===== src/rtl/fetch_unit_if.sv =====
// rtl/fetch_unit_if.sv - fetch stage bundle: RAM read port, decoder handshake, redirect and halt
interface fetch_unit_if;
  logic [7:0] mem_addr;
  logic       mem_rEN;
  logic       mem_wEN;
  logic [7:0] mem_rdata;
  logic       instr_valid;
  logic       instr_ready;
  logic [7:0] instr_opcode;
  logic [7:0] instr_operand;
  logic [7:0] instr_pc;
  logic       jump_en;
  logic [7:0] jump_addr;
  logic       halt;

  // Fetch unit side
  modport master (
    output mem_addr, mem_rEN, mem_wEN,
    input  mem_rdata,
    output instr_valid, instr_opcode, instr_operand, instr_pc,
    input  instr_ready,
    input  jump_en, jump_addr, halt
  );

  // RAM / decoder / execute side
  modport slave (
    input  mem_addr, mem_rEN, mem_wEN,
    output mem_rdata,
    input  instr_valid, instr_opcode, instr_operand, instr_pc,
    output instr_ready,
    output jump_en, jump_addr, halt
  );
endinterface


===== src/rtl/fetch_unit.sv =====
// rtl/fetch_unit.sv - instruction fetch: owns the PC, reads 1/2-byte instructions, presents them to decode
module fetch_unit #(
  parameter logic [7:0] RESET_PC = 8'h00,
  parameter int         LONG_BIT = 7
) (
  input  logic         clk,
  input  logic         rst,
  fetch_unit_if.master bus
);

  typedef enum logic [2:0] {
    S_RESET,
    S_OP_REQ,
    S_OP_CAP,
    S_ARG_REQ,
    S_ARG_CAP,
    S_VALID
  } state_t;

  state_t     r_state;
  logic [7:0] r_pc;
  logic       r_valid;
  logic [7:0] r_opcode;
  logic [7:0] r_operand;
  logic [7:0] r_instr_pc;
  logic       w_rd_en;

  // Reads are issued only from the two request states; halt holds off only a new opcode read.
  assign w_rd_en = ((r_state == S_OP_REQ) && !bus.halt) || (r_state == S_ARG_REQ);

  assign bus.mem_addr      = r_pc;
  assign bus.mem_rEN       = w_rd_en;
  assign bus.mem_wEN       = 1'b0;
  assign bus.instr_valid   = r_valid;
  assign bus.instr_opcode  = r_opcode;
  assign bus.instr_operand = r_operand;
  assign bus.instr_pc      = r_instr_pc;

  // Fetch sequencer: a redirect overrides every state except S_RESET and drops any partial instruction.
  always_ff @(posedge clk) begin
    if (rst) begin
      r_state    <= S_RESET;
      r_pc       <= RESET_PC;
      r_valid    <= 1'b0;
      r_opcode   <= 8'h00;
      r_operand  <= 8'h00;
      r_instr_pc <= 8'h00;
    end else if (bus.jump_en && (r_state != S_RESET)) begin
      r_pc    <= bus.jump_addr;
      r_state <= S_OP_REQ;
      r_valid <= 1'b0;
    end else begin
      case (r_state)
        S_RESET: begin
          r_state <= S_OP_REQ;
        end
        S_OP_REQ: begin
          if (!bus.halt) begin
            r_instr_pc <= r_pc;
            r_state    <= S_OP_CAP;
          end
        end
        S_OP_CAP: begin
          r_opcode <= bus.mem_rdata;
          r_pc     <= r_pc + 8'd1;
          if (bus.mem_rdata[LONG_BIT]) begin
            r_state <= S_ARG_REQ;
          end else begin
            r_operand <= 8'h00;
            r_valid   <= 1'b1;
            r_state   <= S_VALID;
          end
        end
        S_ARG_REQ: begin
          r_state <= S_ARG_CAP;
        end
        S_ARG_CAP: begin
          r_operand <= bus.mem_rdata;
          r_pc      <= r_pc + 8'd1;
          r_valid   <= 1'b1;
          r_state   <= S_VALID;
        end
        S_VALID: begin
          if (bus.instr_ready) begin
            r_valid <= 1'b0;
            r_state <= S_OP_REQ;
          end
        end
        default: begin
          r_valid <= 1'b0;
          r_state <= S_RESET;
        end
      endcase
    end
  end

endmodule


===== src/flat_wrapper.sv =====
// flat-port wrapper written by rule: the top's interface ports become plain ports
module fetch_unit_flat 
#(
  parameter logic [7:0] RESET_PC = 8'h00,
  parameter int         LONG_BIT = 7
)
  (clk, rst, bus_mem_addr, bus_mem_rEN, bus_mem_wEN, bus_mem_rdata, bus_instr_valid, bus_instr_opcode, bus_instr_operand, bus_instr_pc, bus_instr_ready, bus_jump_en, bus_jump_addr, bus_halt);
  fetch_unit_if bus_i ();
  input  logic clk;
  input  logic rst;
  output wire logic [$bits(bus_i.mem_addr)-1:0] bus_mem_addr;
  output wire logic [$bits(bus_i.mem_rEN)-1:0] bus_mem_rEN;
  output wire logic [$bits(bus_i.mem_wEN)-1:0] bus_mem_wEN;
  input wire logic [$bits(bus_i.mem_rdata)-1:0] bus_mem_rdata;
  output wire logic [$bits(bus_i.instr_valid)-1:0] bus_instr_valid;
  output wire logic [$bits(bus_i.instr_opcode)-1:0] bus_instr_opcode;
  output wire logic [$bits(bus_i.instr_operand)-1:0] bus_instr_operand;
  output wire logic [$bits(bus_i.instr_pc)-1:0] bus_instr_pc;
  input wire logic [$bits(bus_i.instr_ready)-1:0] bus_instr_ready;
  input wire logic [$bits(bus_i.jump_en)-1:0] bus_jump_en;
  input wire logic [$bits(bus_i.jump_addr)-1:0] bus_jump_addr;
  input wire logic [$bits(bus_i.halt)-1:0] bus_halt;
  assign bus_mem_addr = bus_i.mem_addr;
  assign bus_mem_rEN = bus_i.mem_rEN;
  assign bus_mem_wEN = bus_i.mem_wEN;
  assign bus_i.mem_rdata = bus_mem_rdata;
  assign bus_instr_valid = bus_i.instr_valid;
  assign bus_instr_opcode = bus_i.instr_opcode;
  assign bus_instr_operand = bus_i.instr_operand;
  assign bus_instr_pc = bus_i.instr_pc;
  assign bus_i.instr_ready = bus_instr_ready;
  assign bus_i.jump_en = bus_jump_en;
  assign bus_i.jump_addr = bus_jump_addr;
  assign bus_i.halt = bus_halt;
  fetch_unit #(.RESET_PC(RESET_PC), .LONG_BIT(LONG_BIT)) u_core (.clk(clk), .rst(rst), .bus(bus_i));
endmodule

===== config.mk =====
export PLATFORM = sky130hd
export DESIGN_NAME = fetch_unit_flat
export DESIGN_NICKNAME = d
export VERILOG_FILES = /design/src/rtl/fetch_unit_if.sv /design/src/rtl/fetch_unit.sv /design/src/flat_wrapper.sv
export SDC_FILE = /design/constraint.sdc
export NUM_CORES = 1
export LEC_CHECK = 0
export CORE_ASPECT_RATIO = 0.9
export CORE_MARGIN = 2
export CORE_UTILIZATION = 50
export CTS_BUF_LIST = sky130_fd_sc_hd__clkbuf_8
export CTS_CLUSTER_DIAMETER = 30
export DETAILED_ROUTE_END_ITERATION = 6
export PLACE_DENSITY = 0.87
export SLEW_MARGIN = 5
export SYNTH_ARGS = -nofsm -noshare
export SYNTH_HDL_FRONTEND = slang
export SYNTH_SLANG_ARGS = --single-unit
export TNS_END_PERCENT = 30

===== constraint.sdc =====
create_clock -name clk -period 3.96 [get_ports clk]
set_clock_uncertainty 0.15 [all_clocks]
set_input_delay 0.396 -clock clk [delete_from_list [all_inputs] [get_ports clk]]
set_output_delay 0.396 -clock clk [all_outputs]
set_load 0.02 [all_outputs]

==> impl_metrics.csv <==
group,metric,value,unit
synth,synth.avg_cell_area,8.57,um^2
synth,synth_area,1610,um^2
timing,tns,0,ns
synth,synthTopCellsByArea,"dfxtp_1 (45%), nand2_1 (6.5%), nor2_1 (5.4%)",
drt,antenna_left,0,
drt,wire_per_inst,14.3,um
drt,via_count,1493,
worst_setup_path,r2r-start,"u_core.r_state[0]",
grt,antenna_found_initial,0,
timing,slew_headroom,44.6,%
timing,fin_crit_sh,65.0,%
grt,grtUsageTotal,23.5,%
worst_setup_path,startpoint_type,"register",
clock_network,htree_levels,2,
drt,viasPerCell,5.31,
pwr,p_leak,0.000791,uW
worst_setup_path,path_buf_inv,1,
grt,grt_pass1_wl,6630,um
worst_setup_path,critPathKind,"register to output pin",
placement,dp_cells,274,
synth,ys.flop_type,"dfxtp_1",
clock_network,path_clk_slew,0.06,ns
clock_network,ctsHoldBuffers,0,
drt,drt_iter0_drc,74,
cells_and_area,fin_cells,281,
clock_network,tritoncts,"done",
timing,rsz0062_at_grt,"false",
die,fp-row-count,19,
synth,ys_ff_latch,36,
worst_setup_path,arrival,2.03,ns
synth,netlist-cell-type-count,39,
drt,drt-total-wl,4030,um
worst_setup_path,cp-startpoint,"u_core.r_state[0]",
clock_network,clock_sinks,36,
grt,grt_pass1_vias,1395,
cells_and_area,nFillCells,240,
synth,synth_top_cell_area_share,44.7,%
synth,synth_edf_count,0,
synth,syn-num-nets,210,
drt,drtPass1Iterations,4,
clock_network,cts_made_buffers,5,
timing,setup_viol,0,
die,io_pins,56,
timing,min_period,2.58,ns
status,status,"finished clean",
clock_network,cts_root_buffer,"clkbuf_8",
synth,ys.warnings.count,0,
cells_and_area,num-nets-final,261,
timing,worst_slew_pin_slew,0.830,ns
cells_and_area,diodes,0,
synth,synth_top_area_cell,"dfxtp_1",
clock_network,cts_resized,0,
placement,place_congestion,0.827,
worst_setup_path,crit_chain,"nor3b_1, clkdlybuf4s50_1",
synth,synthCells,188,
pwr,ir_worst_vdd,0.229,mV
cells_and_area,drive_gt1_share,5.02,%
cells_and_area,layout_commonest_cell,"clkdlybuf4s50_1",
grt,grt_max_degree,23,
clock_network,clk_latency,0.28,ns
synth,async_flop_share,0,%
timing,holdWs,0.304,ns
worst_hold_path,hp-start,"u_core.bus.instr_opcode[4]",
worst_setup_path,crit_family,"flip-flops",
synth,ys_seq_area_share,44.7,%
worst_hold_path,hp-class,"register to register",
grt,gr-total-overflow,0,
drt,drc,0,
job,maxCapViolCount,0,
worst_setup_path,required,3.41,ns
cells_and_area,syn2layout_area_growth,39.0,%
die,die-height,57.9,um
worst_setup_path,end_kind,"output pin",
worst_setup_path,critPathMaxStageDelay,0.86,ns
placement,port_buffers,54,
clock_network,cts_setup_buffers,0,
placement,hpwl,2900,um
die,core-area,3070,um^2
timing,hold_viol,0,
clock_network,cts.path.max_buffers,2,
worst_setup_path,worst_path_max_delay_cell,"dfxtp_1",
timing,fmax,388,MHz
die,die_area,3690,um^2
worst_setup_path,cp_max_fo,22,
pwr,power.density,328,nW/um^2
cells_and_area,final_cell_mix,"clkdlybuf4s50_1 (54), dfxtp_1 (36), nand2_1 (28)",
timing,drv_slew,0,
die,die_x,63.8,um
die,start_util,52.5,%
## final cells by class
| cell class | instances | area, um^2 | share of cell area, % |
|---|---|---|---|
| Inverter | 1 | 3.75 | 0.168 |
| Sequential cell | 36 | 721 | 32.2 |
| Timing Repair Buffer | 55 | 548 | 24.5 |
| Tap cell | 42 | 52.6 | 2.35 |
| Clock inverter | 2 | 8.76 | 0.391 |
| Clock buffer | 5 | 68.8 | 3.07 |
| Multi-Input combinational cell | 140 | 837 | 37.4 |
## worst min-delay path, cell delays in order (launching register included)
cell and delay (ns):
dfxtp_1 0.31, nand2_1 0.05, a21oi_1 0.05
## synthesized netlist by cell type, types with 2 or more instances
cell / instances
buf_4: 2
dfxtp_1: 36
nand3_1: 10
nor2_1: 23
o21ai_0: 2
nor4b_2: 2
nor4_1: 4
nor2b_1: 3
clkbuf_1: 8
mux2i_1: 8
nand3b_1: 2
a21oi_1: 17
xnor2_1: 7
nor3b_1: 3
nand2_1: 28
a211oi_1: 6
nand2b_1: 2
nor3_1: 4
## flip-flops by register name, indices dropped and copies added, names as in the netlist
signal,flops
u_core.bus.instr_opcode,8
u_core.bus.instr_operand,8
u_core.bus.instr_pc,8
u_core.bus.mem_addr,8
u_core.r_state,3
u_core.bus.instr_valid,1
## kinds of logic after synthesis
logic type	count (synthesis)	synth area share (%)
mux	9	5.67
simple gates	87	26.9
buf+inv	12	3.34
xor+xnor	7	3.80
compound gates	35	14.6
flops	36	44.7
fa+ha+maj	1	0.776
other cells	1	0.233
## through the flow
step / utilization, % / area [um^2] / setup WS (ns) / total power [uW]
floorplan: - / 1610 / 2.17 / 451
global placement: 70.5 / 2160 / 1.59 / 499
detailed placement: 70.5 / 2160 / 1.49 / 502
CTS: 73.0 / 2240 / 1.37 / 736
global route: 73.0 / 2240 / 1.28 / 769
finish: 73.0 / 2240 / 1.38 / 735
## where the power goes
group | leakage, uW | internal, uW | switching (uW)
clock | 0.0000452 | 117 | 122
combinational | 0.000454 | 53.5 | 50.8
sequential | 0.000292 | 372 | 18.4
total | 0.000791 | 543 | 192
## final timing paths
path | slack, ns | end | cells after the start
setup / recovery | 1.38 | bus_mem_rEN | 2
hold / removal | 0.30 | u_core.bus.instr_opcode[4] | 2
hold reg to reg | 0.30 | u_core.bus.instr_opcode[4] | 2
setup reg to reg | 1.67 | u_core.bus.mem_addr[7] | 4
## layer usage
layer	GRT usage, %	share of wire [%]
met1	29.9	43
met2	37.9	50
met5	0	0
met4	9.32	2.2
met3	6.80	4.5
Power figures use the tool's default switching activity.
==> patch 1: new RTL, same flow settings <==
The 6 states of `state_t` get a one-hot encoding in 6 bits.
--- a/src/rtl/fetch_unit.sv
+++ b/src/rtl/fetch_unit.sv
@@ -9,11 +9,11 @@
 );
 
-  typedef enum logic [2:0] {
-    S_RESET,
-    S_OP_REQ,
-    S_OP_CAP,
-    S_ARG_REQ,
-    S_ARG_CAP,
-    S_VALID
+  typedef enum logic [5:0] {
+    S_RESET   = 6'b000001,
+    S_OP_REQ  = 6'b000010,
+    S_OP_CAP  = 6'b000100,
+    S_ARG_REQ = 6'b001000,
+    S_ARG_CAP = 6'b010000,
+    S_VALID   = 6'b100000
   } state_t;
 
Function: same outputs for any inputs over 10 cycles, from zero or initial values and one cycle with rst high; not proved beyond that.
==> patch 1 against the unedited design <==
  * Sequential cell count rose by 3
  * Worst setup slack better by 69 ps
  * Via count up 10%
  * Maximum frequency is 2.8% higher
  * Power is 20% higher
  * Cell area up 8.9%
  * Sequential power rose by 8.4%
  * Area after synthesis up 10%
  * Routed wire length increased by 5.7%
  * Largest power group unchanged
==> patch 1: results (changes against the unedited design) <==
Result of the run = complete, no violations (unchanged)
Total Routing Usage GR = 22.6% (was 23.5%)
Commonest cells in the netlist = sky130_fd_sc_hd__dfxtp_1 (39), sky130_fd_sc_hd__nor2_1 (29), sky130_fd_sc_hd__mux2i_1 (18), sky130_fd_sc_hd__nand3_1 (15), sky130_fd_sc_hd__nand2_1 (13) (was sky130_fd_sc_hd__dfxtp_1 (36), sky130_fd_sc_hd__nand2_1 (28), sky130_fd_sc_hd__nor2_1 (23), sky130_fd_sc_hd__a21oi_1 (17), sky130_fd_sc_hd__nand3_1 (10))
Power per cell area = 361 nW/um^2 (was 328 nW/um^2)
Number of H-tree levels = 2 (unchanged)
Top delay family on crit path = buffers and inverters (was flip-flops)
Vias per std cell = 5.64 (was 5.31)
Sw Ratio = 24.2% (was 26.1%)
Detailed Place HPWL = 3.06 mm (was 2.90 mm)
Root Buffer = sky130_fd_sc_hd__clkbuf_8 (unchanged)
Clock slew at the register clock pins of the worst setup and hold paths = 70 ps
Pin count of the biggest net entering global routing = 30 (was 23)
Layout filler cell count = 284 (was 240)
Global-route wire length before repair = 6.79 mm (was 6.63 mm)
Async set or reset register ratio after synthesis = 0% (unchanged)
Number of antenna violations at the first check in global routing = 0 (unchanged)
Detailed-router iteration count before antenna repair = 5 (was 4)
Worst Setup Slack post-DPL = 1350 ps (was 1490 ps)
Number of global-route vias before repair = 1489 (was 1395)
Share of final-layout standard cells stronger than drive strength 1 = 8.47% (was 5.02%)
Longest individual stage delay on the worst path = 640 ps (was 860 ps)
Cts bufs inserted = 5 (unchanged)
Iter 0 DRT Violations = 104 (was 74)
Power Sequential = 0.000424 W (was 0.000391 W)
Clk. pwr = 0.000339 W (was 0.000239 W)
Net count of the finished layout = 269 (was 261)
Actual transition at the worst max-transition pin = 818 ps (was 830 ps)
Peak ir drop on the vdd network = 0.227 mV (was 0.229 mV)
Clock Tree Buf Depth = 2 (unchanged)
Wire length after detailed routing = 4.26 mm (was 4.03 mm)
Resized Gates After CTS = 0 (unchanged)
Arrival time at the worst endpoint = 1960 ps (was 2030 ps)
Critical-path maximum fanout = 5 (was 22)
Leakage component of the power = 0.853 nW (was 0.791 nW)
Type of the worst min-delay path = flip-flop to flip-flop (unchanged)
Critical-path top delay cell = sky130_fd_sc_hd__clkdlybuf4s50_1 (was sky130_fd_sc_hd__dfxtp_1)
Number of antenna cells inserted = 0 (unchanged)
RePlAce Congestion = 0.868 (was 0.827)
Largest cells by area after synthesis = sky130_fd_sc_hd__dfxtp_1 (44%), sky130_fd_sc_hd__mux2i_1 (10%), sky130_fd_sc_hd__nor2_1 (6.1%) (was sky130_fd_sc_hd__dfxtp_1 (45%), sky130_fd_sc_hd__nand2_1 (6.5%), sky130_fd_sc_hd__nor2_1 (5.4%))
Library cells used by synthesis = 41 (was 39)
Count of buffers from port buffering = 54 (unchanged)
Proportion of synthesized chip area in sequential cells = 43.9% (was 44.7%)
Number of buffers inserted to repair setup after CTS = 0 (unchanged)
Skew-Pair Late Insertion Delay = 290 ps
Number of warnings reported in the yosys synthesis log = 0 (unchanged)
Post-synth net total = 221 (was 210)
-- patch 1: layout make-up --
class / instances / area (um^2) / share of cell area (%)
inverter: 2 / 7.51 / 0.308
clock buffer: 6 / 82.6 / 3.39
sequential: 39 / 781 / 32.0
clock inverter: 2 / 35.0 / 1.44
tap: 44 / 55.1 / 2.26
multi-input combinational: 143 / 922 / 37.8
timing repair buffer: 56 / 556 / 22.8
-- patch 1: path summary, 6_finish.rpt --
check	startpoint	endpoint	slack, ps	depth (start not counted)
worst min register to register	u_core.bus.instr_operand[4]$_SDFFE_PP0P_	u_core.bus.instr_operand[4]$_SDFFE_PP0P_	320	2
worst min-delay path	u_core.bus.instr_operand[4]$_SDFFE_PP0P_	u_core.bus.instr_operand[4]$_SDFFE_PP0P_	320	2
worst max register to register	u_core.r_state[1]$_SDFFE_PP0P_	u_core.bus.mem_addr[7]$_SDFFE_PP0P_	1670	4
worst max-delay path	bus_halt	bus_mem_rEN	1450	5
-- patch 1: cell families after synthesis --
family | Yosys count | synth area share (%)
xor gates and xnor gates | 7 | 3.87
and+or+nand+nor | 88 | 25.8
AOI/OAI and AO/OA | 28 | 10.8
muxes | 18 | 10.1
adders and majority gates | 1 | 0.703
DFF | 39 | 43.9
other | 1 | 0.211
buffers and inverters | 17 | 4.71
-- patch 1: per-stage QoR --
stage               area (um^2)  std cells
CTS                        2440        292
finish                     2440        292
floorplan                  1780        199
global route               2440        292
detailed placement         2320        284
global placement           2320        284
-- patch 1: layer usage --
metal / up-vias / share of wire [%] / track usage (%)
met1: 772 / 45 / 29.5
li1: 800 / - / -
met3: 4 / 7.0 / 7.98
met4: 0 / 0.96 / 7.29
met5: - / 0 / 0
met2: 71 / 47 / 35.6
==> patch 2: new RTL, same settings <==
Without the edit above. `LONG_BIT` is set to 7 in 2 places; all go to 3.
--- a/src/rtl/fetch_unit.sv
+++ b/src/rtl/fetch_unit.sv
@@ -2,5 +2,5 @@
 module fetch_unit #(
   parameter logic [7:0] RESET_PC = 8'h00,
-  parameter int         LONG_BIT = 7
+  parameter int         LONG_BIT = 3
 ) (
   input  logic         clk,
--- a/src/flat_wrapper.sv
+++ b/src/flat_wrapper.sv
@@ -3,5 +3,5 @@
 #(
   parameter logic [7:0] RESET_PC = 8'h00,
-  parameter int         LONG_BIT = 7
+  parameter int         LONG_BIT = 3
 )
   (clk, rst, bus_mem_addr, bus_mem_rEN, bus_mem_wEN, bus_mem_rdata, bus_instr_valid, bus_instr_opcode, bus_instr_operand, bus_instr_pc, bus_instr_ready, bus_jump_en, bus_jump_addr, bus_halt);
Formal check against the unedited RTL: not equivalent (Yosys sat finds a counterexample within 4 cycles, from zero or initial values and one cycle with rst high).
==> patch 2 against the unedited design <==
  * Maximum frequency about the same
  * Worst setup slack better by 0.69 ps
  * Routed wire length decreased by 3.7%
  * Sequential cell count did not move
  * Cell area grew 0.34%
  * Power rose by 2.8%
  * Non-clock buffer count did not move
  * Clock power rose by 8.8%
  * Area after synthesis decreased by 0.23%
  * Utilization rose by 0.24 points
==> patch 2: results (changes against the unedited design) <==
Iter 0 DRT Violations = 115 (was 74)
Result of the run = complete, no violations (unchanged)
Worst Setup Slack post-DPL = 1570 ps (was 1490 ps)
Number of global-route vias before repair = 1385 (was 1395)
Final routed wire length divided by cell count = 13.7 um (was 14.3 um)
Total Routing Usage GR = 22.3% (was 23.5%)
Peak ir drop on the vdd network = 0.212 mV (was 0.229 mV)
Actual transition at the worst max-transition pin = 824 ps (was 830 ps)
FF-to-FF setup slack = 1650 ps (was 1670 ps)
Post-layout min period = 2570 ps (was 2580 ps)
Commonest cells in the netlist = sky130_fd_sc_hd__dfxtp_1 (36), sky130_fd_sc_hd__nand2_1 (28), sky130_fd_sc_hd__nor2_1 (23), sky130_fd_sc_hd__a21oi_1 (17), sky130_fd_sc_hd__nand3_1 (11) (was sky130_fd_sc_hd__dfxtp_1 (36), sky130_fd_sc_hd__nand2_1 (28), sky130_fd_sc_hd__nor2_1 (23), sky130_fd_sc_hd__a21oi_1 (17), sky130_fd_sc_hd__nand3_1 (10))
RePlAce Congestion = 0.775 (was 0.827)
Pin count of the biggest net entering global routing = 27 (was 23)
Synth Area per Inst = 8.55 um^2 (was 8.57 um^2)
Share of final-layout standard cells stronger than drive strength 1 = 4.58% (was 5.02%)
Detailed Place HPWL = 2.63 mm (was 2.90 mm)
Leakage component of the power = 0.799 nW (was 0.791 nW)
Largest cells by area after synthesis = sky130_fd_sc_hd__dfxtp_1 (45%), sky130_fd_sc_hd__nand2_1 (6.5%), sky130_fd_sc_hd__nor2_1 (5.4%) (unchanged)
Global-route wire length before repair = 6.47 mm (was 6.63 mm)
Number of buffers inserted to repair setup after CTS = 0 (unchanged)
R2R Path Start = u_core.r_state[0]$_SDFFE_PP0P_ (unchanged)
Resized Gates After CTS = 0 (unchanged)
Library cells used by synthesis = 38 (was 39)
Dpl cell area = 2160 um^2 (about the same)
Layout filler cell count = 232 (was 240)
-- patch 2: cell count changes after synthesis, sizes merged --
cell,change
buf,+1
clkbuf,-1
-- patch 2: area by class of cell --
type	instances	area, um^2	share of cell area, %
flip-flops and latches	36	721	32.1
inverters	1	3.75	0.167
clock buffers	6	82.6	3.67
clock inverters	2	7.51	0.334
multi-input cells	140	832	37.0
repair buffers	55	548	24.4
well taps	42	52.6	2.34
-- patch 2: power breakdown --
part / switching [W] / leakage [nW] / internal (W)
sequential: 0.0000198 / 0.292 / 0.000372
clock: 0.000123 / 0.0538 / 0.000137
combinational: 0.0000492 / 0.453 / 0.0000535
total: 0.000192 / 0.799 / 0.000563
-- patch 2: worst max-delay path: stages, from the launching register on --
cell	delay, ps
sky130_fd_sc_hd__dfxtp_1	860
sky130_fd_sc_hd__nor3b_1	260
sky130_fd_sc_hd__clkdlybuf4s50_1	630
-- patch 2: per-layer routing --
metal | global-route usage, % | share of wire [%] | wire, um | vias to the layer above
li1 | - | - | - | 762
met1 | 31.0 | 44 | 1700 | 705
met2 | 34.4 | 47 | 1830 | 70
met3 | 4.27 | 7.0 | 270 | 10
met4 | 9.01 | 1.9 | 72 | 0
met5 | 0 | 0 | 0 | -
-- patch 2: how the worst min path moves through the flow --
stage | slack, ps | cells after the start | from | to
floorplan | 380 | 2 | u_core.bus.instr_operand[0]$_SDFFE_PP0P_ | u_core.bus.instr_operand[0]$_SDFFE_PP0P_
global placement | 290 | 2 | u_core.bus.instr_operand[6]$_SDFFE_PP0P_ | u_core.bus.instr_operand[6]$_SDFFE_PP0P_
detailed placement | 300 | 2 | u_core.bus.instr_operand[6]$_SDFFE_PP0P_ | u_core.bus.instr_operand[6]$_SDFFE_PP0P_
CTS | 310 | 2 | u_core.bus.instr_operand[6]$_SDFFE_PP0P_ | u_core.bus.instr_operand[6]$_SDFFE_PP0P_
global route | 310 | 2 | u_core.bus.instr_operand[6]$_SDFFE_PP0P_ | u_core.bus.instr_operand[6]$_SDFFE_PP0P_
finish | 300 | 2 | u_core.bus.instr_opcode[5]$_SDFFE_PP0P_ | u_core.bus.instr_opcode[5]$_SDFFE_PP0P_
-- patch 2: logic make-up (layout without fill, tap and decap cells) --
kind of cell / count (synthesis) / after routing / synth area share (%)
compound gates: 35 / 35 / 14.6
xor+xnor: 7 / 7 / 3.81
fa+ha+maj: 1 / 1 / 0.778
buf+inv: 12 / 64 / 3.42
flops: 36 / 36 / 44.8
simple gates: 87 / 87 / 26.6
mux: 9 / 9 / 5.68
other cells: 1 / 1 / 0.233
